===== src/rtl/serdes_seq_pkg.sv =====
// Shared types and sizing helpers for the serdes encrypt sequencer.
// Sequencer states and the counter-width functions used by the top level.
package serdes_seq_pkg;

   typedef enum logic [2:0] {
      IDLE      = 3'd0,
      START     = 3'd1,
      SHIFT     = 3'd2,
      WAIT_DONE = 3'd3,
      OUTPUT    = 3'd4
   } seq_state_t;

   // One spare bit so the bit index can be compared against WORD_W without wrapping.
   function automatic int shift_cnt_w(input int word_w, input int cipher_lat);
      return $clog2(word_w + cipher_lat) + 1;
   endfunction

   function automatic int timeout_cnt_w(input int timeout);
      return $clog2(timeout + 1);
   endfunction

endpackage


===== src/rtl/serdes_encrypt_sequencer_if.sv =====
// Operand-in / cipher-out valid-ready bus of the serdes encrypt sequencer.
// master = bus-side producer/consumer, slave = sequencer.
interface serdes_encrypt_sequencer_if #(
   parameter int WORD_W = 8
);
   logic              in_valid;
   logic              in_ready;
   logic [WORD_W-1:0] in_a;
   logic [WORD_W-1:0] in_b;
   logic              out_valid;
   logic              out_ready;
   logic [WORD_W-1:0] out_data;

   modport master (
      output in_valid, in_a, in_b, out_ready,
      input  in_ready, out_valid, out_data
   );

   modport slave (
      input  in_valid, in_a, in_b, out_ready,
      output in_ready, out_valid, out_data
   );
endinterface


===== src/rtl/serdes_key_reg.sv =====
// Key register for the encryptor core: async reset value, load, and rotate-left-by-one.
// Load has priority over rotate; the two never coincide in normal sequencing.
module serdes_key_reg #(
   parameter int               KEY_W     = 8,
   parameter logic [KEY_W-1:0] KEY_RESET = {KEY_W{1'b0}}
) (
   input  logic             clk,
   input  logic             rst_n,
   input  logic             load,
   input  logic [KEY_W-1:0] load_val,
   input  logic             rot_en,
   output logic [KEY_W-1:0] key
);

   logic [KEY_W-1:0] key_r;

   // Key storage: load, rotate or hold
   always_ff @(posedge clk or negedge rst_n) begin
      if (!rst_n) begin
         key_r <= KEY_RESET;
      end else if (load) begin
         key_r <= load_val;
      end else if (rot_en) begin
         key_r <= {key_r[KEY_W-2:0], key_r[KEY_W-1]};
      end else begin
         key_r <= key_r;
      end
   end

   assign key = key_r;

endmodule


===== src/rtl/serdes_encrypt_sequencer.sv =====
// Sequences one serial encryptor core per word: latches operands, streams them LSB-first,
// reassembles the cipher stream and hands the word out over valid/ready.
module serdes_encrypt_sequencer
   import serdes_seq_pkg::*;
#(
   parameter int               WORD_W     = 8,
   parameter int               KEY_W      = 8,
   parameter int               CIPHER_LAT = 1,
   parameter int               TIMEOUT    = 15,
   parameter logic [KEY_W-1:0] KEY_RESET  = 8'h00,
   parameter bit               KEY_ROTATE = 1'b1
) (
   input  logic                        clk,
   input  logic                        rst_n,
   serdes_encrypt_sequencer_if.slave   bus,
   input  logic                        key_wr,
   input  logic [KEY_W-1:0]            key_in,
   output logic                        busy,
   output logic                        err_timeout,
   output logic                        core_start,
   output logic                        core_a_bit,
   output logic                        core_b_bit,
   output logic [KEY_W-1:0]            core_key,
   input  logic                        core_cipher,
   input  logic                        core_done
);

   localparam int SHIFT_LEN = WORD_W + CIPHER_LAT;
   localparam int KW        = shift_cnt_w(WORD_W, CIPHER_LAT);
   localparam int TW        = timeout_cnt_w(TIMEOUT);

   seq_state_t        state_r;
   seq_state_t        state_nx_s;
   logic [KW-1:0]     k_r;
   logic [KW-1:0]     k_nx_s;
   logic [TW-1:0]     tmo_r;
   logic [WORD_W-1:0] a_sr_r;
   logic [WORD_W-1:0] b_sr_r;
   logic [WORD_W-1:0] cap_r;
   logic [WORD_W-1:0] out_data_r;
   logic              done_lat_r;
   logic              in_ready_r;
   logic              out_valid_r;
   logic              busy_r;
   logic              err_r;
   logic              start_r;
   logic              a_bit_r;
   logic              b_bit_r;
   logic              accept_s;
   logic              deliver_s;
   logic              abort_s;
   logic              emit_s;

   // in_ready_r is high exactly while the state register holds IDLE
   assign accept_s  = bus.in_valid & in_ready_r;
   assign deliver_s = bus.out_ready & out_valid_r;

   // Next-state, bit index of the coming cycle, and operand-bit emit decision
   always_comb begin
      state_nx_s = state_r;
      abort_s    = 1'b0;
      case (state_r)
         IDLE: begin
            if (accept_s) state_nx_s = START;
            else          state_nx_s = IDLE;
         end
         START: state_nx_s = SHIFT;
         SHIFT: begin
            if (k_r == KW'(SHIFT_LEN - 1)) state_nx_s = WAIT_DONE;
            else                           state_nx_s = SHIFT;
         end
         WAIT_DONE: begin
            if (done_lat_r | core_done) begin
               state_nx_s = OUTPUT;
            end else if (tmo_r == TW'(TIMEOUT - 1)) begin
               state_nx_s = IDLE;
               abort_s    = 1'b1;
            end else begin
               state_nx_s = WAIT_DONE;
            end
         end
         OUTPUT: begin
            if (deliver_s) state_nx_s = IDLE;
            else           state_nx_s = OUTPUT;
         end
         default: state_nx_s = IDLE;
      endcase

      if (state_r == SHIFT) k_nx_s = k_r + 1'b1;
      else                  k_nx_s = {KW{1'b0}};

      if ((state_nx_s == SHIFT) && (k_nx_s < KW'(WORD_W))) emit_s = 1'b1;
      else                                                 emit_s = 1'b0;
   end

   // State register
   always_ff @(posedge clk or negedge rst_n) begin
      if (!rst_n) state_r <= IDLE;
      else        state_r <= state_nx_s;
   end

   // Operand shifters, cipher capture, bit/timeout counters and done latch
   always_ff @(posedge clk or negedge rst_n) begin
      if (!rst_n) begin
         a_sr_r     <= {WORD_W{1'b0}};
         b_sr_r     <= {WORD_W{1'b0}};
         cap_r      <= {WORD_W{1'b0}};
         k_r        <= {KW{1'b0}};
         tmo_r      <= {TW{1'b0}};
         done_lat_r <= 1'b0;
      end else if (accept_s) begin
         a_sr_r     <= bus.in_a;
         b_sr_r     <= bus.in_b;
         cap_r      <= {WORD_W{1'b0}};
         k_r        <= {KW{1'b0}};
         tmo_r      <= {TW{1'b0}};
         done_lat_r <= 1'b0;
      end else begin
         if (emit_s) begin
            a_sr_r <= {1'b0, a_sr_r[WORD_W-1:1]};
            b_sr_r <= {1'b0, b_sr_r[WORD_W-1:1]};
         end
         // Cipher bits enter at the MSB so the first captured bit ends up at bit 0
         if (state_r == SHIFT) begin
            k_r <= k_nx_s;
            if (k_r >= KW'(CIPHER_LAT)) cap_r <= {core_cipher, cap_r[WORD_W-1:1]};
         end
         if (state_r == WAIT_DONE) tmo_r <= tmo_r + 1'b1;
         if (((state_r == SHIFT) || (state_r == WAIT_DONE)) && core_done) done_lat_r <= 1'b1;
      end
   end

   // Registered bus and core-control outputs, decoded from the next state
   always_ff @(posedge clk or negedge rst_n) begin
      if (!rst_n) begin
         in_ready_r  <= 1'b1;
         out_valid_r <= 1'b0;
         busy_r      <= 1'b0;
         start_r     <= 1'b0;
         a_bit_r     <= 1'b0;
         b_bit_r     <= 1'b0;
         err_r       <= 1'b0;
         out_data_r  <= {WORD_W{1'b0}};
      end else begin
         in_ready_r  <= (state_nx_s == IDLE);
         out_valid_r <= (state_nx_s == OUTPUT);
         busy_r      <= (state_nx_s != IDLE);
         start_r     <= (state_nx_s == START);
         a_bit_r     <= emit_s & a_sr_r[0];
         b_bit_r     <= emit_s & b_sr_r[0];
         if (abort_s) err_r <= 1'b1;
         if ((state_r == WAIT_DONE) && (state_nx_s == OUTPUT)) out_data_r <= cap_r;
      end
   end

   serdes_key_reg #(
      .KEY_W     (KEY_W),
      .KEY_RESET (KEY_RESET)
   ) u_key_reg (
      .clk      (clk),
      .rst_n    (rst_n),
      .load     (key_wr & (state_r == IDLE)),
      .load_val (key_in),
      .rot_en   (KEY_ROTATE & deliver_s),
      .key      (core_key)
   );

   assign bus.in_ready  = in_ready_r;
   assign bus.out_valid = out_valid_r;
   assign bus.out_data  = out_data_r;
   assign busy          = busy_r;
   assign err_timeout   = err_r;
   assign core_start    = start_r;
   assign core_a_bit    = a_bit_r;
   assign core_b_bit    = b_bit_r;

endmodule

===== src/flat_wrapper.sv =====
// flat-port wrapper written by rule: the top's interface ports become plain ports
module serdes_encrypt_sequencer_flat import serdes_seq_pkg::*;
#(
   parameter int               WORD_W     = 8,
   parameter int               KEY_W      = 8,
   parameter int               CIPHER_LAT = 1,
   parameter int               TIMEOUT    = 15,
   parameter logic [KEY_W-1:0] KEY_RESET  = 8'h00,
   parameter bit               KEY_ROTATE = 1'b1
)
  (clk, rst_n, key_wr, key_in, busy, err_timeout, core_start, core_a_bit, core_b_bit, core_key, core_cipher, core_done, bus_in_valid, bus_in_a, bus_in_b, bus_out_ready, bus_in_ready, bus_out_valid, bus_out_data);
  serdes_encrypt_sequencer_if #(.WORD_W(WORD_W)) bus_i ();
  input  logic clk;
  input  logic rst_n;
  input  logic key_wr;
  input  logic [KEY_W-1:0] key_in;
  output logic busy;
  output logic err_timeout;
  output logic core_start;
  output logic core_a_bit;
  output logic core_b_bit;
  output logic [KEY_W-1:0] core_key;
  input  logic core_cipher;
  input  logic core_done;
  input wire logic [$bits(bus_i.in_valid)-1:0] bus_in_valid;
  input wire logic [$bits(bus_i.in_a)-1:0] bus_in_a;
  input wire logic [$bits(bus_i.in_b)-1:0] bus_in_b;
  input wire logic [$bits(bus_i.out_ready)-1:0] bus_out_ready;
  output wire logic [$bits(bus_i.in_ready)-1:0] bus_in_ready;
  output wire logic [$bits(bus_i.out_valid)-1:0] bus_out_valid;
  output wire logic [$bits(bus_i.out_data)-1:0] bus_out_data;
  assign bus_i.in_valid = bus_in_valid;
  assign bus_i.in_a = bus_in_a;
  assign bus_i.in_b = bus_in_b;
  assign bus_i.out_ready = bus_out_ready;
  assign bus_in_ready = bus_i.in_ready;
  assign bus_out_valid = bus_i.out_valid;
  assign bus_out_data = bus_i.out_data;
  serdes_encrypt_sequencer #(.WORD_W(WORD_W), .KEY_W(KEY_W), .CIPHER_LAT(CIPHER_LAT), .TIMEOUT(TIMEOUT), .KEY_RESET(KEY_RESET), .KEY_ROTATE(KEY_ROTATE)) u_core (.clk(clk), .rst_n(rst_n), .bus(bus_i), .key_wr(key_wr), .key_in(key_in), .busy(busy), .err_timeout(err_timeout), .core_start(core_start), .core_a_bit(core_a_bit), .core_b_bit(core_b_bit), .core_key(core_key), .core_cipher(core_cipher), .core_done(core_done));
endmodule

===== config.mk =====
export PLATFORM = sky130hd
export DESIGN_NAME = serdes_encrypt_sequencer_flat
export DESIGN_NICKNAME = d
export VERILOG_FILES = /design/src/rtl/serdes_seq_pkg.sv /design/src/rtl/serdes_encrypt_sequencer_if.sv /design/src/rtl/serdes_key_reg.sv /design/src/rtl/serdes_encrypt_sequencer.sv /design/src/flat_wrapper.sv
export SDC_FILE = /design/constraint.sdc
export NUM_CORES = 1
export LEC_CHECK = 0
export CORE_MARGIN = 1
export CORE_UTILIZATION = 52
export DETAILED_ROUTE_END_ITERATION = 7
export HOLD_SLACK_MARGIN = 0.08
export MAX_ROUTING_LAYER = met4
export PLACE_DENSITY = 0.79
export SYNTH_ARGS = -nofsm -noshare
export SYNTH_HDL_FRONTEND = slang
export SYNTH_HIERARCHICAL = 1
export SYNTH_SLANG_ARGS = --single-unit

===== constraint.sdc =====
create_clock -name clk -period 2.5 [get_ports clk]
set_input_delay 0.625 -clock clk [delete_from_list [all_inputs] [get_ports clk]]
set_output_delay 0.625 -clock clk [all_outputs]
set_load 0.05 [all_outputs]

Word level (Yosys, flattened, before mapping)
Index checks and enable logic that the tools add are counted.
Widths: inputs -> output; s select.

word-level totals
  input port bits = 31
  output and inout port bits = 23
  register bits = 60
  logic and storage cells = 75

operators by class
  reductions and logical operators = 14
  $lt $le $gt $ge = 2
  bitwise logic cells = 6
  add/subtract/negate cells = 2
  equal/unequal tests = 9
  mux-type cells = 26

operator list
  operator             number
  $mux 8               9
  $mux 5               3
  $pmux 3 s5           1
  $reduce_bool 2->1    6
  $eq 3x2->1 const B   3
  $mux 1               8
  $mux 4               2
  $eq 3x1->1 const B   2
  $eq 3x3->1 const B   2
  $logic_not 3->1      2
  $mux 3               2
  $add 5x1->5 const B  1
  $and 1x1->1          5
  $eq 5x4->1 const B   1
  $ge 5x1->1 const B   1
  $lt 5x4->1 const B   1
  $add 4x1->4 const B  1
  $eq 4x4->1 const B   1
  $logic_and 1x1->1    3
  $reduce_bool 3->1    1
  $mux 2               1
  $reduce_and 2->1     1
  $logic_or 1x1->1     1
  $or 1x1->1           1

Logic depth before layout (Yosys ltp)
Gate-level depths: netlist of run 1.

  depth in word-level cells = 9
  depth in mapped cells = 7
  depth with buffers taken out = 6

Modules after synthesis
Netlist of run 1, hierarchy kept.

by module, submodules not included
  module                    area each (um2)  times used  sequential area each (um2)  cells each
  serdes_encrypt_sequencer  2585.0           1           1302.5                      238
  serdes_key_reg            372.9            1           200.2                       34

Worst setup path before layout of run 1
No wires, ideal clock.

  path kind = input-to-reg
  start point = in core_done
  end point = reg u_core.a_sr_r[6]
  slack = 0.434 ns
  setup time = 0.150 ns
  path buffers = 1
  arrival time = 1.916 ns
  data required time = 2.350 ns
  cell stages on the path = 5
  cell sequence = a311o_1 -> a31o_2 -> clkbuf_1 -> o41ai_1 -> o311ai_2

on the way
  word-level cells in the longest chain between the ends = 7

RTL lines
  element                      line                             source
  start: declaration           flat_wrapper.sv:24               input logic core_done;
  $or 1x1->1                   serdes_encrypt_sequencer.sv:73   if (done_lat_r | core_done) begin
  $mux 3                       serdes_encrypt_sequencer.sv:73
  $pmux 3 s5                   serdes_encrypt_sequencer.sv:62   case (state_r)
  $eq 3x2->1                   serdes_encrypt_sequencer.sv:92   if ((state_nx_s == SHIFT) && (k_nx_s < KW'(WORD_W))) emit_s = 1'b1;
  $logic_and 1x1->1            serdes_encrypt_sequencer.sv:92
  $mux 1                       serdes_encrypt_sequencer.sv:92
  $reduce_bool 2->1 (no line)  -
  end signal: assignment       serdes_encrypt_sequencer.sv:105  a_sr_r <= {WORD_W{1'b0}};
  end signal: assignment       serdes_encrypt_sequencer.sv:112  a_sr_r <= bus.in_a;
  end signal: assignment       serdes_encrypt_sequencer.sv:120  a_sr_r <= {1'b0, a_sr_r[WORD_W-1:1]};
  end: declaration             serdes_encrypt_sequencer.sv:37   logic [WORD_W-1:0] a_sr_r;

Every way passes these cells.
A chain may end at the register's enable or synchronous reset.

Worst setup path in the final report of run 1
  start point = reg u_core.in_ready_r, in the netlist u_core/bus.in_ready
  end point = out bus_in_ready

RTL lines
  element                   line                             source
  start: declaration        serdes_encrypt_sequencer.sv:42   logic in_ready_r;
  start signal: assignment  serdes_encrypt_sequencer.sv:145  in_ready_r <= (state_nx_s == IDLE);
  end: declaration          flat_wrapper.sv:29               output wire logic [$bits(bus_i.in_ready)-1:0] bus_in_ready;

No word-level cell between the ends.

==> metrics.md, run 1 <==
| Metric | Value |
|---|---|
| # Post-CTS Setup Buffers | `0` |
| Synth cell types | `45` |
| Site row count | `27` |
| Share of cells above drive strength 1 | `16.2%` |
| Latest clock arrival within the worst-skew pair | `0.33 ns` |
| Top post-synthesis cells by count | `59 x dfrtp_1, 32 x nor2_1, 30 x nand2_1` |
| Ranking of synthesized cells by area | `dfrtp_1 50%, o311ai_2 5.5%, mux2i_1 5.4%` |
| Internal cell power | `2.65 mW` |
| Yosys warning total | `6` |
| DP HPWL | `3.98 mm` |
| R2r startpoint | `u_core/k_r[0]$_DFFE_PN0P_` |
| Antenna Cells | `0` |
| # setup viols final | `0` |
| CP top delay family | `buffers and inverters` |
| Vias per std cell | `5.42` |
| Buf/Inv on CP | `1` |
| Pin slew with the least headroom to its limit | `0.517 ns` |
| Port Buffers | `53` |
| Area of the die | `5990 um^2` |
| Top cell type by total area after synthesis | `dfrtp_1` |
| Comb pwr share | `50.2%` |
| Die Span Y | `77.4 um` |
| RSZ-0062 raised after global routing | `false` |
| Clk_skew | `0.00883 ns` |
| Sequential-to-total area share from yosys stat | `50.8%` |
| Slowest-stage cell, CP | `clkdlybuf4s50_1` |
| Grt total ovfl | `0` |
| Hold-fix buffers at CTS | `0` |
| Die width | `77.4 um` |
| Async S/R FF share, synth | `100%` |
| DRC violations left | `0` |
| Largest net degree at the start of global routing | `61` |
| Placed Cells incl. Taps | `396` |
| FMAX | `0.436 GHz` |
| Clk sinks | `60` |
| Post-Syn Instances | `272` |
| I/O Pins | `54` |
| Avg Inst Size Synth | `10.9 um^2` |
| Crit path DAT | `1.67 ns` |
| Number of gates resized after cts | `0` |
| CP max FO | `3` |
| Gpl congestion | `0.783` |
| Mapped Nets | `308` |
| Worst endpoint required time | `1.88 ns` |
| Period minus WS final | `2.29 ns` |
| Synth Flop Type | `dfrtp_1` |
| Number of global-route vias before repair | `2166` |
| VDD IR max | `0.767 mV` |
| Count leader, synth | `dfrtp_1` |
| Clock power frac | `16.4%` |
| Critical path type | `flop to output pin` |
| CTS root buf | `clkbuf_8` |
| Hold Fails Final Rpt | `0` |
| Area growth from synthesis to layout | `27.7%` |
| Total Nets Final | `371` |
| Slowest Stage Delay on Critical Path | `0.81 ns` |
| Crit-path cells | `clkdlybuf4s50_1` |
| Max Cap Violations | `0` |
| Drt total wl | `5.99 mm` |
| Net Sw Frac | `42.5%` |
| Detailed router's first-iteration violation count | `138` |
| CTS max path bufs | `2` |
| Sequential share of power | `33.3%` |
| First-pass GRT wire length | `10.2 mm` |
| Starting Density | `53.7%` |
| Status | `finished clean` |
| FF+latch count, synth | `60` |
| Critical Path Start Type | `flop` |
| RR Endpoint | `u_core/b_sr_r[3]$_DFFE_PN0P_` |
| Number of flops mapped to enable cells by yosys | `0` |
| CTS Buf Count | `9` |
| Final instance area | `3780 um^2` |
| LEAKAGE | `1.66 nW` |
| Clock slew at reported path FFs | `0.07 ns` |
| Final cell count without fillers | `411` |
| Via count | `2226` |
| CP Capture Type | `output pin` |
| Post-DRT Antenna Nets | `0` |
| Final Max Tran Viols | `0` |
| CTS tree | `built` |
| Pre-antenna DRT Iters | `4` |
| Max-slew headroom | `65.5%` |
| Number of antenna violations at the first check in global routing | `0` |
| Worst min-delay path category | `input port to async pin` |
| Global Route Usage Sum | `22.6%` |
| Power Dens Cells | `1220 nW/um^2` |
| Post-synth top area share | `49.9%` |
| Levels on crit path | `1` |
| Period utilization | `91.7%` |
| Area post-placement | `3610 um^2` |
| P_sw | `1.96 mW` |
| H-Tree Level Count | `3` |
| Register-to-Register Path Depth | `5` |
| Mapped Area | `2960 um^2` |
| Placeable Area | `5510 um^2` |
| Worst R2R Setup Slack | `0.26 ns` |
| WL/cell | `14.6 um` |
## power groups by stage
stage                     combinational (mW)  clock, mW  sequential (mW)
after floorplan                         1.16          0             2.04
after global placement                  2.27          0             1.53
after detailed placement                2.32          0             1.55
after CTS                               2.32      0.779             1.54
after global routing                    2.50      0.824             1.58
final                                   2.31      0.757             1.54
## layout by cell type, fill, tap and decap left out, types with 2 or more instances in the layout
master           synthesis  routed
dfrtp_1                 59      59
clkdlybuf4s50_1          0      52
nor2_1                  32      32
nand2_1                 30      30
inv_1                   19      19
mux2i_1                 16      16
o41ai_1                 14      14
buf_4                    0      13
clkbuf_8                 0      11
o311ai_2                10      10
and2_1                   8       8
mux2_2                   8       8
o21ai_1                  8       8
xor2_1                   6       6
ha_1                     5       5
nand4_1                  4       4
o311ai_0                 4       4
a21oi_1                  3       3
clkbuf_1                 9       2
clkinv_2                 0       2
nor3_1                   2       2
or2_2                    2       2
a311o_1                  2       2
a31o_2                   2       2
o21a_1                   2       2
o31ai_1                  2       2
## logic make-up after synthesis
| logic type | share of synthesized area [%] |
|---|---|
| xor+xnor | 2.07 |
| buf+inv | 5.25 |
| simple gates | 14.5 |
| fa+ha+maj | 2.12 |
| mux | 8.46 |
| compound gates | 16.8 |
| flops | 50.8 |
## worst max path at each step
| stage | start | to | slack, ns |
|---|---|---|---|
| floorplan | core_done | u_core/a_sr_r[6]$_DFFE_PN0P_ | 0.43 |
| global placement | core_done | u_core/b_sr_r[0]$_DFFE_PN0P_ | -0.06 |
| detailed placement | core_done | u_core/b_sr_r[3]$_DFFE_PN0P_ | -0.12 |
| CTS | u_core/bus.in_ready$_DFF_PN1_ | bus_in_ready | 0.18 |
| global route | u_core/k_r[0]$_DFFE_PN0P_ | u_core/b_sr_r[3]$_DFFE_PN0P_ | 0.14 |
| finish | u_core/bus.in_ready$_DFF_PN1_ | bus_in_ready | 0.21 |
## stage by stage
step / total power [mW] / setup TNS [ns] / hold WS [ns] / worst slack (ns) / util (%)
floorplan: 3.20 / 0 / 0.329 / 0.434 / -
global placement: 3.80 / -0.272 / 0.450 / -0.0568 / 65.5
detailed placement: 3.87 / -0.716 / 0.462 / -0.121 / 65.5
CTS: 4.64 / 0 / 0.293 / 0.182 / 68.6
global route: 4.90 / 0 / 0.318 / 0.142 / 68.6
finish: 4.61 / 0 / 0.286 / 0.207 / 68.6
## layout make-up
class / instances / area (um^2)
well taps: 72 / 90.1
clock buffers: 13 / 159
inverters: 19 / 71.3
flip-flops and latches: 60 / 1500
multi-input cells: 178 / 1300
clock inverters: 2 / 10.0
repair buffers: 67 / 643
fillers: 427 / 1730
## registers in the layout, summed over array words and instances, names as in the netlist, 3 cells and up
register	count
u_core/a_sr_r	8
u_core/b_sr_r	8
u_core/bus.out_data	8
u_core/cap_r	8
u_core/k_r	5
u_core/state_r	3
u_core/tmo_r	4
u_core/u_key_reg/key	8
## metal layers
metal	vias to the layer above	routed length (um)	track usage (%)
li1	1096	-	-
met5	-	0	-
met3	7	268	4.24
met4	0	94	10.2
met1	1060	2800	30.2
met2	63	2830	33.5
No activity file was read; power rests on OpenSTA's default activity.
==> inputs of run 2 (changes only) <==
--- a/config.mk
+++ b/config.mk
@@ -5,12 +5,14 @@
 export SDC_FILE = /design/constraint.sdc
 export NUM_CORES = 1
 export LEC_CHECK = 0
+export ABC_AREA = 0
 export CORE_MARGIN = 1
 export CORE_UTILIZATION = 52
 export DETAILED_ROUTE_END_ITERATION = 7
 export HOLD_SLACK_MARGIN = 0.08
 export MAX_ROUTING_LAYER = met4
 export PLACE_DENSITY = 0.79
+export SETUP_SLACK_MARGIN = 0.15
 export SYNTH_ARGS = -nofsm -noshare
 export SYNTH_HDL_FRONTEND = slang
 export SYNTH_HIERARCHICAL = 1
==> run 2 against run 1 <==
  * Non-clock buffer count unchanged
  * Fmax is essentially flat
  * Power up 0.10%
  * Critical path depth unchanged
  * First-iteration DRC count is 2.2% higher
  * Largest cell class unchanged
  * Combinational power hardly changed
  * Hold slack got worse by 0.0025 ns
  * Design area about the same
  * Highest routed layer unchanged
  * Global-route usage is the same
  * Die area is the same
==> metrics.md, run 2 (synthesis gave the netlist of run 1 again) <==
| Metric | Value |
|---|---|
| Die width | `77.4 um` |
| Largest net degree at the start of global routing | `61` |
| Place WS | `-0.121 ns` |
| DP HPWL | `3.98 mm` |
| Number of global-route vias before repair | `2166` |
| Max-slew headroom | `65.5%` |
| Pre-antenna DRT Iters | `4` |
| Final Max Tran Viols | `0` |
| Port Buffers | `53` |
| Crit path DAT | `1.67 ns` |
| Worst min-delay path category | `input port to async pin` |
| Setup ws final | `0.205 ns` |
| Commonest cells after routing, fill and taps aside | `59 x dfrtp_1, 52 x clkdlybuf4s50_1, 32 x nor2_1` |
| Gpl congestion | `0.783` |
| Period minus WS final | `2.29 ns` |
| Hold-fix buffers at CTS | `0` |
| # Post-CTS Setup Buffers | `0` |
| Buf/Inv on CP | `1` |
| Site row count | `27` |
| Clock slew at reported path FFs | `0.07 ns` |
| LEAKAGE | `1.66 nW` |
| Share of cells above drive strength 1 | `16.2%` |
| Grt total ovfl | `0` |
| CP max FO | `3` |
| Total Nets Final | `371` |
| Placeable Area | `5510 um^2` |
| Period utilization | `91.8%` |
| Most common cell after layout, fill and taps aside | `dfrtp_1` |
| Status | `finished clean` |
| FMAX | `0.436 GHz` |
| Critical path type | `flop to output pin` |
| Crit-path cells | `clkdlybuf4s50_1` |
| Number of antenna violations at the first check in global routing | `0` |
| Power Dens Cells | `1220 nW/um^2` |
| CTS tree | `built` |
| CP top delay family | `buffers and inverters` |
| WL/cell | `14.5 um` |
| CTS max path bufs | `2` |
| Slowest-stage cell, CP | `clkdlybuf4s50_1` |
| Hold Fails Final Rpt | `0` |
| Layout Utilization | `68.6%` |
| Slowest Stage Delay on Critical Path | `0.81 ns` |
| Drt total wl | `5.96 mm` |
| CTS root buf | `clkbuf_8` |
| Clk_skew | `0.00896 ns` |
| Area post-placement | `3610 um^2` |
| Placed Cells incl. Taps | `396` |
| RSZ-0062 raised after global routing | `false` |
| # setup viols final | `0` |
| VDD IR max | `0.767 mV` |
| Number of gates resized after cts | `0` |
| Comb pwr share | `50.3%` |
| Internal cell power | `2.65 mW` |
| Starting Density | `53.7%` |
| CP Capture Type | `output pin` |
| Area of the die | `5990 um^2` |
| H-Tree Level Count | `3` |
| Pin slew with the least headroom to its limit | `0.516 ns` |
| Via count | `2235` |
| Final instance area | `3780 um^2` |
| Max Cap Violations | `0` |
| CTS Buf Count | `9` |
| First-pass GRT wire length | `10.2 mm` |
| DRC violations left | `0` |
| I/O Pins | `54` |
| Clock power frac | `16.4%` |
| Clk sinks | `60` |
| Antenna Cells | `0` |
| Detailed router's first-iteration violation count | `141` |
| P_sw | `1.96 mW` |
| Final cell count without fillers | `411` |
| Net Sw Frac | `42.5%` |
| Latest clock arrival within the worst-skew pair | `0.33 ns` |
| Vias per std cell | `5.44` |
| Critical Path Start Type | `flop` |
| Post-DRT Antenna Nets | `0` |
| Die Span Y | `77.4 um` |
| Area growth from synthesis to layout | `27.7%` |
| Worst endpoint required time | `1.88 ns` |
| Sequential share of power | `33.3%` |
| Global Route Usage Sum | `22.6%` |
[run 2: cell counts in the layout (fill, tap and decap cells not counted)]
Identical to the previous run, type by type.
[run 2: per-layer routing]
metal	vias to the layer above	track usage, %	part of all wire (%)
li1	1096	-	-
met1	1060	30.2	47
met2	69	33.5	47
met3	10	4.24	4.3
met4	0	10.2	1.8
met5	-	-	0
[run 2: layout make-up]
type / count / area, um^2
Clock buffer: 13 / 159
Clock inverter: 2 / 10.0
Fill cell: 426 / 1730
Inverter: 19 / 71.3
Multi-Input combinational cell: 178 / 1300
Sequential cell: 60 / 1500
Tap cell: 72 / 90.1
Timing Repair Buffer: 67 / 643
[run 2: path summary, 6_finish.rpt]
path,from,to,slack [ns],cells past startpoint
setup / recovery,u_core/bus.in_ready$_DFF_PN1_,bus_in_ready,0.21,1
max in group asynchronous,rst_n,u_core/bus.in_ready$_DFF_PN1_,1.91,2
min in group clk,u_core/a_sr_r[0]$_DFFE_PN0P_,u_core/core_a_bit$_DFF_PN0_,0.48,1
setup reg to reg,u_core/k_r[0]$_DFFE_PN0P_,u_core/b_sr_r[3]$_DFFE_PN0P_,0.29,6
hold / removal,rst_n,u_core/err_timeout$_DFFE_PN0P_,0.28,2
hold reg to reg,u_core/a_sr_r[0]$_DFFE_PN0P_,u_core/core_a_bit$_DFF_PN0_,0.48,1
[run 2: power by group through the flow]
stage / registers (mW) / logic, mW / clock network, mW
after floorplan: 2.04 / 1.16 / 0
after global placement: 1.53 / 2.27 / 0
after detailed placement: 1.55 / 2.32 / 0
after CTS: 1.54 / 2.32 / 0.779
after global routing: 1.58 / 2.50 / 0.824
final: 1.54 / 2.32 / 0.758
[run 2: per-stage QoR]
step	hold WS, ns	power, mW	setup TNS, ns
floorplan	0.329	3.20	0
global placement	0.450	3.80	-0.272
detailed placement	0.462	3.87	-0.716
CTS	0.293	4.64	0
global route	0.318	4.90	0
finish	0.283	4.61	0
